==> config.mk <==
export PLATFORM = sky130hd
export DESIGN_NAME = bullet_pool
export DESIGN_NICKNAME = d
export VERILOG_FILES = /design/src/rtl/bullet_pkg.sv /design/src/rtl/bullet_slot_alloc.sv /design/src/rtl/bullet_pool.sv
export SDC_FILE = /design/constraint.sdc
export NUM_CORES = 1
export LEC_CHECK = 0
export CORE_MARGIN = 2
export CORE_UTILIZATION = 65
export DETAILED_ROUTE_END_ITERATION = 12
export DONT_BUFFER_PORTS = 1
export PLACE_DENSITY_LB_ADDON = 0.2
export SLEW_MARGIN = 20
export SYNTH_ARGS = -nofsm -noshare
export SYNTH_HDL_FRONTEND = slang
export SYNTH_SLANG_ARGS = --single-unit
==> constraint.sdc <==
create_clock -name clk -period 12 [get_ports clk]
set_input_delay 0.6 -clock clk [delete_from_list [all_inputs] [get_ports clk]]
set_output_delay 0.6 -clock clk [all_outputs]
set_load 0.02 [all_outputs]
==> src/rtl/bullet_pkg.sv <==
// Shared types and constants for the bullet pool: field widths, colour codes,
// the per-slot record and the default arena limit.
package bullet_pkg;

   localparam int unsigned COORD_W       = 8;
   localparam int unsigned SIZE_W        = 8;
   localparam int unsigned COLOR_W       = 3;
   localparam int unsigned SPEED_W       = 4;
   localparam int unsigned ARENA_MAX_DEF = 200;

   localparam logic [COLOR_W-1:0] COLOR_WHITE = COLOR_W'(0);
   localparam logic [COLOR_W-1:0] COLOR_GREEN = COLOR_W'(1);
   localparam logic [COLOR_W-1:0] COLOR_BLUE  = COLOR_W'(2);

   typedef struct packed {
      logic               active;
      logic [COLOR_W-1:0] color;
      logic [SIZE_W-1:0]  w;
      logic [SIZE_W-1:0]  h;
      logic [COORD_W-1:0] x;
      logic [COORD_W-1:0] y;
      logic [SPEED_W-1:0] vy;
   } bullet_slot_t;

endpackage

==> src/rtl/bullet_slot_alloc.sv <==
// Lowest-index free slot finder: priority encoder over the inverted active vector.
module bullet_slot_alloc #(
   parameter int unsigned NUM_SLOTS = 8,
   parameter int unsigned IDX_W     = $clog2(NUM_SLOTS)
) (
   input  logic [NUM_SLOTS-1:0] active,
   output logic [IDX_W-1:0]     free_idx,
   output logic                 any_free
);

   // Scan from the top down so the lowest free index wins last.
   always_comb begin
      free_idx = '0;
      any_free = 1'b0;
      for (int i = NUM_SLOTS - 1; i >= 0; i--) begin
         if (!active[i]) begin
            free_idx = IDX_W'(i);
            any_free = 1'b1;
         end
      end
   end

endmodule

==> src/rtl/bullet_pool.sv <==
// Pool of bullet slots: valid/ready spawn, tick-driven vertical motion,
// retirement on hit or arena edge, two combinational read ports.
// Optional macro BULLET_WRAP_EN: edge crossing wraps y to 1 instead of retiring.
module bullet_pool
   import bullet_pkg::*;
#(
   parameter int unsigned NUM_SLOTS = 8,
   parameter int unsigned ARENA_MAX = ARENA_MAX_DEF,
   localparam int unsigned IDX_W    = $clog2(NUM_SLOTS)
) (
   input  logic               clk,
   input  logic               rst_n,
   input  logic               tick,
   input  logic               spawn_valid,
   output logic               spawn_ready,
   input  logic [COORD_W-1:0] spawn_x,
   input  logic [COORD_W-1:0] spawn_y,
   input  logic [SIZE_W-1:0]  spawn_w,
   input  logic [SIZE_W-1:0]  spawn_h,
   input  logic [COLOR_W-1:0] spawn_color,
   input  logic [SPEED_W-1:0] spawn_vy,
   input  logic [IDX_W-1:0]   rd_idx_a,
   output logic [COORD_W-1:0] a_x,
   output logic [COORD_W-1:0] a_y,
   output logic [SIZE_W-1:0]  a_w,
   output logic [SIZE_W-1:0]  a_h,
   output logic [COLOR_W-1:0] a_color,
   output logic               a_active,
   input  logic [IDX_W-1:0]   rd_idx_b,
   output logic [COORD_W-1:0] b_x,
   output logic [COORD_W-1:0] b_y,
   output logic [SIZE_W-1:0]  b_w,
   output logic [SIZE_W-1:0]  b_h,
   output logic [COLOR_W-1:0] b_color,
   output logic               b_active,
   input  logic               hit,
   output logic [IDX_W:0]     active_count
);

   bullet_slot_t             slot_q   [NUM_SLOTS];
   bullet_slot_t             slot_nxt [NUM_SLOTS];
   logic [NUM_SLOTS-1:0]     active_vec;
   logic [IDX_W-1:0]         free_idx;
   logic                     any_free;
   logic [IDX_W:0]           count_nxt;
   logic [COORD_W:0]         next_y;

   // Gather the registered active flags for the allocator.
   always_comb begin
      active_vec = '0;
      for (int i = 0; i < NUM_SLOTS; i++) begin
         active_vec[i] = slot_q[i].active;
      end
   end

   bullet_slot_alloc #(
      .NUM_SLOTS (NUM_SLOTS),
      .IDX_W     (IDX_W)
   ) u_alloc (
      .active   (active_vec),
      .free_idx (free_idx),
      .any_free (any_free)
   );

   assign spawn_ready = any_free;

   // Next-state slot array: hit beats tick, spawn only lands on a free slot.
   always_comb begin
      next_y    = '0;
      count_nxt = '0;
      for (int i = 0; i < NUM_SLOTS; i++) begin
         slot_nxt[i] = slot_q[i];
         next_y      = (COORD_W+1)'(slot_q[i].y) + (COORD_W+1)'(slot_q[i].vy);
         if (slot_q[i].active) begin
            if (hit && (rd_idx_b == IDX_W'(i))) begin
               slot_nxt[i].active = 1'b0;
            end else if (tick) begin
               if (next_y > (COORD_W+1)'(ARENA_MAX)) begin
`ifdef BULLET_WRAP_EN
                  slot_nxt[i].y = COORD_W'(1);
`else
                  slot_nxt[i].active = 1'b0;
`endif
               end else begin
                  slot_nxt[i].y = next_y[COORD_W-1:0];
               end
            end
         end
      end
      if (spawn_valid && any_free) begin
         slot_nxt[free_idx].active = 1'b1;
         slot_nxt[free_idx].color  = spawn_color;
         slot_nxt[free_idx].w      = spawn_w;
         slot_nxt[free_idx].h      = spawn_h;
         slot_nxt[free_idx].x      = spawn_x;
         slot_nxt[free_idx].y      = spawn_y;
         slot_nxt[free_idx].vy     = spawn_vy;
      end
      for (int i = 0; i < NUM_SLOTS; i++) begin
         count_nxt = count_nxt + (IDX_W+1)'(slot_nxt[i].active);
      end
   end

   // Slot storage and registered population count.
   always_ff @(posedge clk or negedge rst_n) begin
      if (!rst_n) begin
         for (int i = 0; i < NUM_SLOTS; i++) begin
            slot_q[i]       <= '0;
            slot_q[i].color <= COLOR_WHITE;
         end
         active_count <= '0;
      end else begin
         for (int i = 0; i < NUM_SLOTS; i++) begin
            slot_q[i] <= slot_nxt[i];
         end
         active_count <= count_nxt;
      end
   end

   // Renderer read port.
   always_comb begin
      a_x      = slot_q[rd_idx_a].x;
      a_y      = slot_q[rd_idx_a].y;
      a_w      = slot_q[rd_idx_a].w;
      a_h      = slot_q[rd_idx_a].h;
      a_color  = slot_q[rd_idx_a].color;
      a_active = slot_q[rd_idx_a].active;
   end

   // Collision read port.
   always_comb begin
      b_x      = slot_q[rd_idx_b].x;
      b_y      = slot_q[rd_idx_b].y;
      b_w      = slot_q[rd_idx_b].w;
      b_h      = slot_q[rd_idx_b].h;
      b_color  = slot_q[rd_idx_b].color;
      b_active = slot_q[rd_idx_b].active;
   end

endmodule

# Yosys cells after proc, flatten, opt, wreduce, memory -nomap -nowiden
# Index checks and enable logic that the tools add are counted.
word_totals:
  latchBits: 0
  mem_bits_ro: 0
  reg_bits: 324
  mem_bits_rw: 0
  mem_count: 0
  out_inout_bits: 77
  inputBits: 50
classes:
  div: 0
  bitwise: 3
  reduce_logical: 11
  magnitude_cmp: 12
  eq_ne: 7
  mux: 108
  add_sub_neg: 15
  multipliers: 0
  n_shift: 0
ops:
  columns: ["operator", "n"]
  rows:
  - ["320-bit bitwise mux", 7]
  - ["40-bit demux with 3-bit select", 7]
  - ["320-bit 2-to-1 mux", 1]
  - ["8-bit 2-to-1 mux", 32]
  - ["40-bit binary-select mux with 3-bit select", 2]
  - ["40-bit 2-to-1 mux", 5]
  - ["8-bit by 4-bit adder with 9-bit output", 8]
  - ["9-bit by 8-bit > comparator with 1-bit output (second input constant)", 8]
  - ["1-bit 2-to-1 mux", 40]
  - ["39-bit 2-to-1 mux", 1]
  - ["36-bit 2-to-1 mux", 1]
  - ["28-bit 2-to-1 mux", 1]
  - ["3-bit 2-to-1 mux", 8]
  - ["20-bit 2-to-1 mux", 1]
  - ["4-bit by 1-bit adder with 4-bit output", 4]
  - ["3-bit equality test (second input constant)", 4]
  - ["4-bit >= comparator (second input constant)", 3]
  - ["12-bit 2-to-1 mux", 1]
  - ["3-bit NOT with 4-bit output", 3]
  - ["1-bit logical AND", 10]
  - ["3-bit by 2-bit equality test with 1-bit output (second input constant)", 2]
  - ["3-bit by 1-bit adder with 4-bit output", 1]
  - ["4-bit by 1-bit < comparator with 1-bit output (second input constant)", 1]
  - ["4-bit 2-to-1 mux", 1]
  - ["other kinds (4)", 4]

# Logic depth before layout (Yosys ltp)
logic_depth:
  ltp_word: 28
  depth_mapped: 19

# Cells and area by module
# From an unflattened synthesis, not the netlist that was laid out.
hier_totals:
  hier_cells: 1998
  hier_area_um2: 19673.9
by_module_without_submodules:
  columns: ["mod", "cells_per_inst", "seq_area_each_um2", "n_inst", "area_per_inst_um2"]
  rows:
  - ["bullet_pool", 1984, 8107.8, 1, 19596.3]
  - ["bullet_slot_alloc", 14, 0.0, 1, 77.6]

# Worst setup path before layout
# OpenSTA, ideal clock, no wires.
synth_path:
  path_type: "register -> register"
  startpoint: "register slot_q[4] (netlist bit)"
  endpoint: "register active_count[2]"
  arrival_ns: 4.493
  stages_incl_launch_ff: 18
  t_required_ns: 11.877
  period_less_slack_ns: 4.615
  slack_ns: 7.385
  n_path_buf: 0
  cell_sequence: "dfrtp_1 > ha_1 > fa_1 > a21o_1 > a21oi_1 > nor4bb_1 > mux2i_1 > a32oi_2 > o21ai_0 > fa_1 > fa_1 > inv_1 > fa_1 > inv_1 > ha_1 > inv_1 > fa_1 > xnor2_1"
synth_rtl:
  columns: ["item", "line", "rtl"]
  rows:
  - ["from (decl)", "bullet_pool.sv:40", "bullet_slot_t slot_q [NUM_SLOTS];"]
  - ["from (signal, indexed assignment)", "bullet_pool.sv:114", "slot_q[i] <= slot_nxt[i];"]
  - ["to (signal assigned)", "bullet_pool.sv:116", "active_count <= count_nxt;"]
  - ["to (decl)", "bullet_pool.sv:37", "output logic [IDX_W:0] active_count"]

==> impl_metrics.toml <==
[yosys]
synthDistinctLibCells = 77
netlist_area_um2 = 19600
synth_edf_count = 0
synthArstFlopShare = 1.00
ys_seq_area_frac = 0.414
synth_top_area_share = 0.414
synth_area_leaders = "dfrtp_1, mux4_2, nand2_1"
syn-mean-instance-area_um2 = 10.7
synth_ff_type = "dfrtp_1"
synth-seq-cells = 324
synth_top_cell_by_area = "dfrtp_1"
syn_nets = 1935
synthCells = 1838
yosys_warnings = 0

[worst_setup_path]
crit_path_max_incr_delay_ps = 540
crit_type = "reg2reg"
cp_num_buf_inv = 3
crit_family = "adder cells"
timing.critical_path.mode_cell = "fa_1"
reg2reg_slack_ps = 6790
crit_fanout = 5
crit_chain = "ha_1, fa_1, a21o_1, a21oi_1, a2111oi_0, o32ai_1, a21oi_1, o21ai_0, nand2_1, fa_1, fa_1, inv_1, fa_1, inv_1, ha_1, inv_1, fa_1, xnor2_1"
start_kind = "flip-flop"
critPathRequiredTime_ps = 12410
critPathSlowestCell = "fa_1"
crit_arrival_ps = 5620
end_kind = "flip-flop"

[floorplan]
design.die.area_um2 = 31500
dieHeight_um = 178
core_um2 = 29600
start_util = 0.661
num_rows = 63
die-width_um = 178
ios = 127

[timing]
fin_crit_sh = 0.434
finalCriticalPeriod_ps = 5210
maxSlewViolCount = 0
setup_viol = 0
finalSetupTns_ps = 0
finalClockSkew_ps = 10.7
fmax_ghz = 0.192
hold_viol = 0
fin_hold_ws_ps = 169
max_slew_margin = 0.341
grt_setup_unrepaired = "no"
tightestPinTransition_ps = 989
setup_ws_ps = 6790

[job]
cap_violations = 0

[finish]
multi_input_area_um2 = 10900
finalNonFillerCells = 2188
synthToLayoutAreaGrowth_pct = 7.50
fin_area_um2 = 21000
n_fill_cell = 2109
final_net_count = 1868
regArea_um2 = 8110
final_util = 0.710
drive_above_1_share = 0.224

[global_routing]
overflow = 0
grt_pass1_vias = 15100
grt_max_degree = 325
antenna_found_initial = 1
grt_pass1_wl_mm = 84.0
grt_usage = 0.352

[place]
hpwl_mm = 31.9
place_area_um2 = 19700
dp_cells = 2117
port_buffers = 0
place.gp.congestion = 0.913
placement.setup.worst_slack_ps = 6970

[clocking]
clk_pin_slew_ps = 60
cts.sinks = 324
cts_tree = "built"
htree_levels = 2
cts_resized = 0
ctsRootBufferMaster = "clkbuf_16"
clock_path_buffers = 3
clk_latency_ps = 540
numCtsBuffers = 38

[power]
finalPower_mw = 5.11
seqPwrFrac = 0.368
comb_power_share = 0.408
ir_drop_v = 0.000133
switching_share = 0.386
power_switching_mw = 1.97
leakagePower_nw = 9.64
p_per_area_nw_per_um2 = 243
internal_power_mw = 3.14
pwr-share-clk = 0.224

[routing]
drcViolationCount = 0
drtAntennaViolNets = 0
drt_iter0_drc = 1282
wirelength_mm = 53.8
wire_per_inst_um = 24.6
dr_total_vias = 14700
first_pass_iters = 7
drt-vias-per-instance = 6.71

[run_status]
status = "completed"

[min_path]
hold_path_class = "in2reg"
-- logic make-up after synthesis --
family / Yosys count / share of synthesized area
and+or+nand+nor: 729 / 0.157
muxes: 335 / 0.274
xor gates and xnor gates: 45 / 0.0201
AOI/OAI and AO/OA: 208 / 0.0694
buffers and inverters: 150 / 0.0302
DFF: 324 / 0.414
adders and majority gates: 47 / 0.0346
-- cells in the final DEF (no fill, tap or decap), types with 4 or more instances in the layout --
cell,count
o21ai_0,59
nand4_1,8
a31oi_1,8
o22ai_1,4
nand3_1,25
a21boi_0,4
o31ai_1,4
inv_1,26
dfrtp_1,324
o211ai_1,7
buf_4,12
nor2b_1,10
and2_1,4
nand2_1,540
o21a_1,6
mux2i_1,26
nor3b_1,6
nand2b_1,6
fa_1,12
nor2_1,48
o21ai_1,5
a211oi_1,10
clkbuf_1,12
a21o_1,22
xor2_1,22
ha_1,35
nor2_4,6
xnor2_1,23
a211o_1,5
a21oi_1,40
mux4_2,142
and3_1,12
or2_2,5
nor3_1,23
or3_1,7
clkbuf_16,39
mux2_2,165
clkbuf_8,9
-- cells in the mapped netlist (all sizes together), types with 5 or more instances --
cell	instances
or3	8
a211o	5
a31oi	8
a21oi	40
a21boi	5
a21o	22
nand4	8
a211oi	12
nand2b	7
mux2	165
nor2	54
dfrtp	324
mux4	144
and2	5
xnor2	23
inv	26
o22ai	5
and3	13
nor2b	10
o211ai	7
nand2	540
xor2	22
clkbuf	77
ha	35
nor3b	7
or2	6
mux2i	26
o21a	6
nor3	26
buf	46
nand3	26
o21ai	64
fa	12
-- repair_timing --
action                                 CTS  global route
setup buffers                            0             0
hold buffers                             1             1
endpoints found under the hold margin  324            29
-- final timing paths --
path,end,cells after the start,from
max in group asynchronous,slot_q[4],4,rst_n
setup reg to reg,active_count[2],18,slot_q[124]
setup / recovery,active_count[2],18,slot_q[124]
min in group asynchronous,slot_q[169],2,rst_n
hold reg to reg,flip-flop,2,flip-flop
hold / removal,flip-flop,2,spawn_h[6]
-- area by class of cell --
| cell class | count | area share |
|---|---|---|
| Clock inverter | 6 | 0.00369 |
| Antenna cell | 1 | 0.000119 |
| Sequential cell | 324 | 0.385 |
| Clock buffer | 60 | 0.0544 |
| Multi-Input combinational cell | 1364 | 0.520 |
| Inverter | 27 | 0.00481 |
| Timing Repair Buffer | 16 | 0.00868 |
| Tap cell | 390 | 0.0232 |
-- power groups by stage --
| stage | combinational, mW | sequential (mW) | clock, mW |
|---|---|---|---|
| 3_3_place_gp | 1.95 | 1.85 | 0 |
| 4_1_cts | 2.07 | 1.87 | 1.15 |
| 6_report | 2.08 | 1.88 | 1.14 |
| 2_1_floorplan | 1.72 | 1.72 | 0 |
| 5_1_grt | 2.27 | 1.93 | 1.20 |
| 3_5_place_dp | 2.03 | 1.88 | 0 |
-- per-layer routing --
metal / GRT usage / routed length, µm
met5: 0 / 0
met4: 0.151 / 2490
met3: 0.0913 / 5300
met2: 0.562 / 25600
met1: 0.460 / 20400
(Power assumes the default switching activity.)
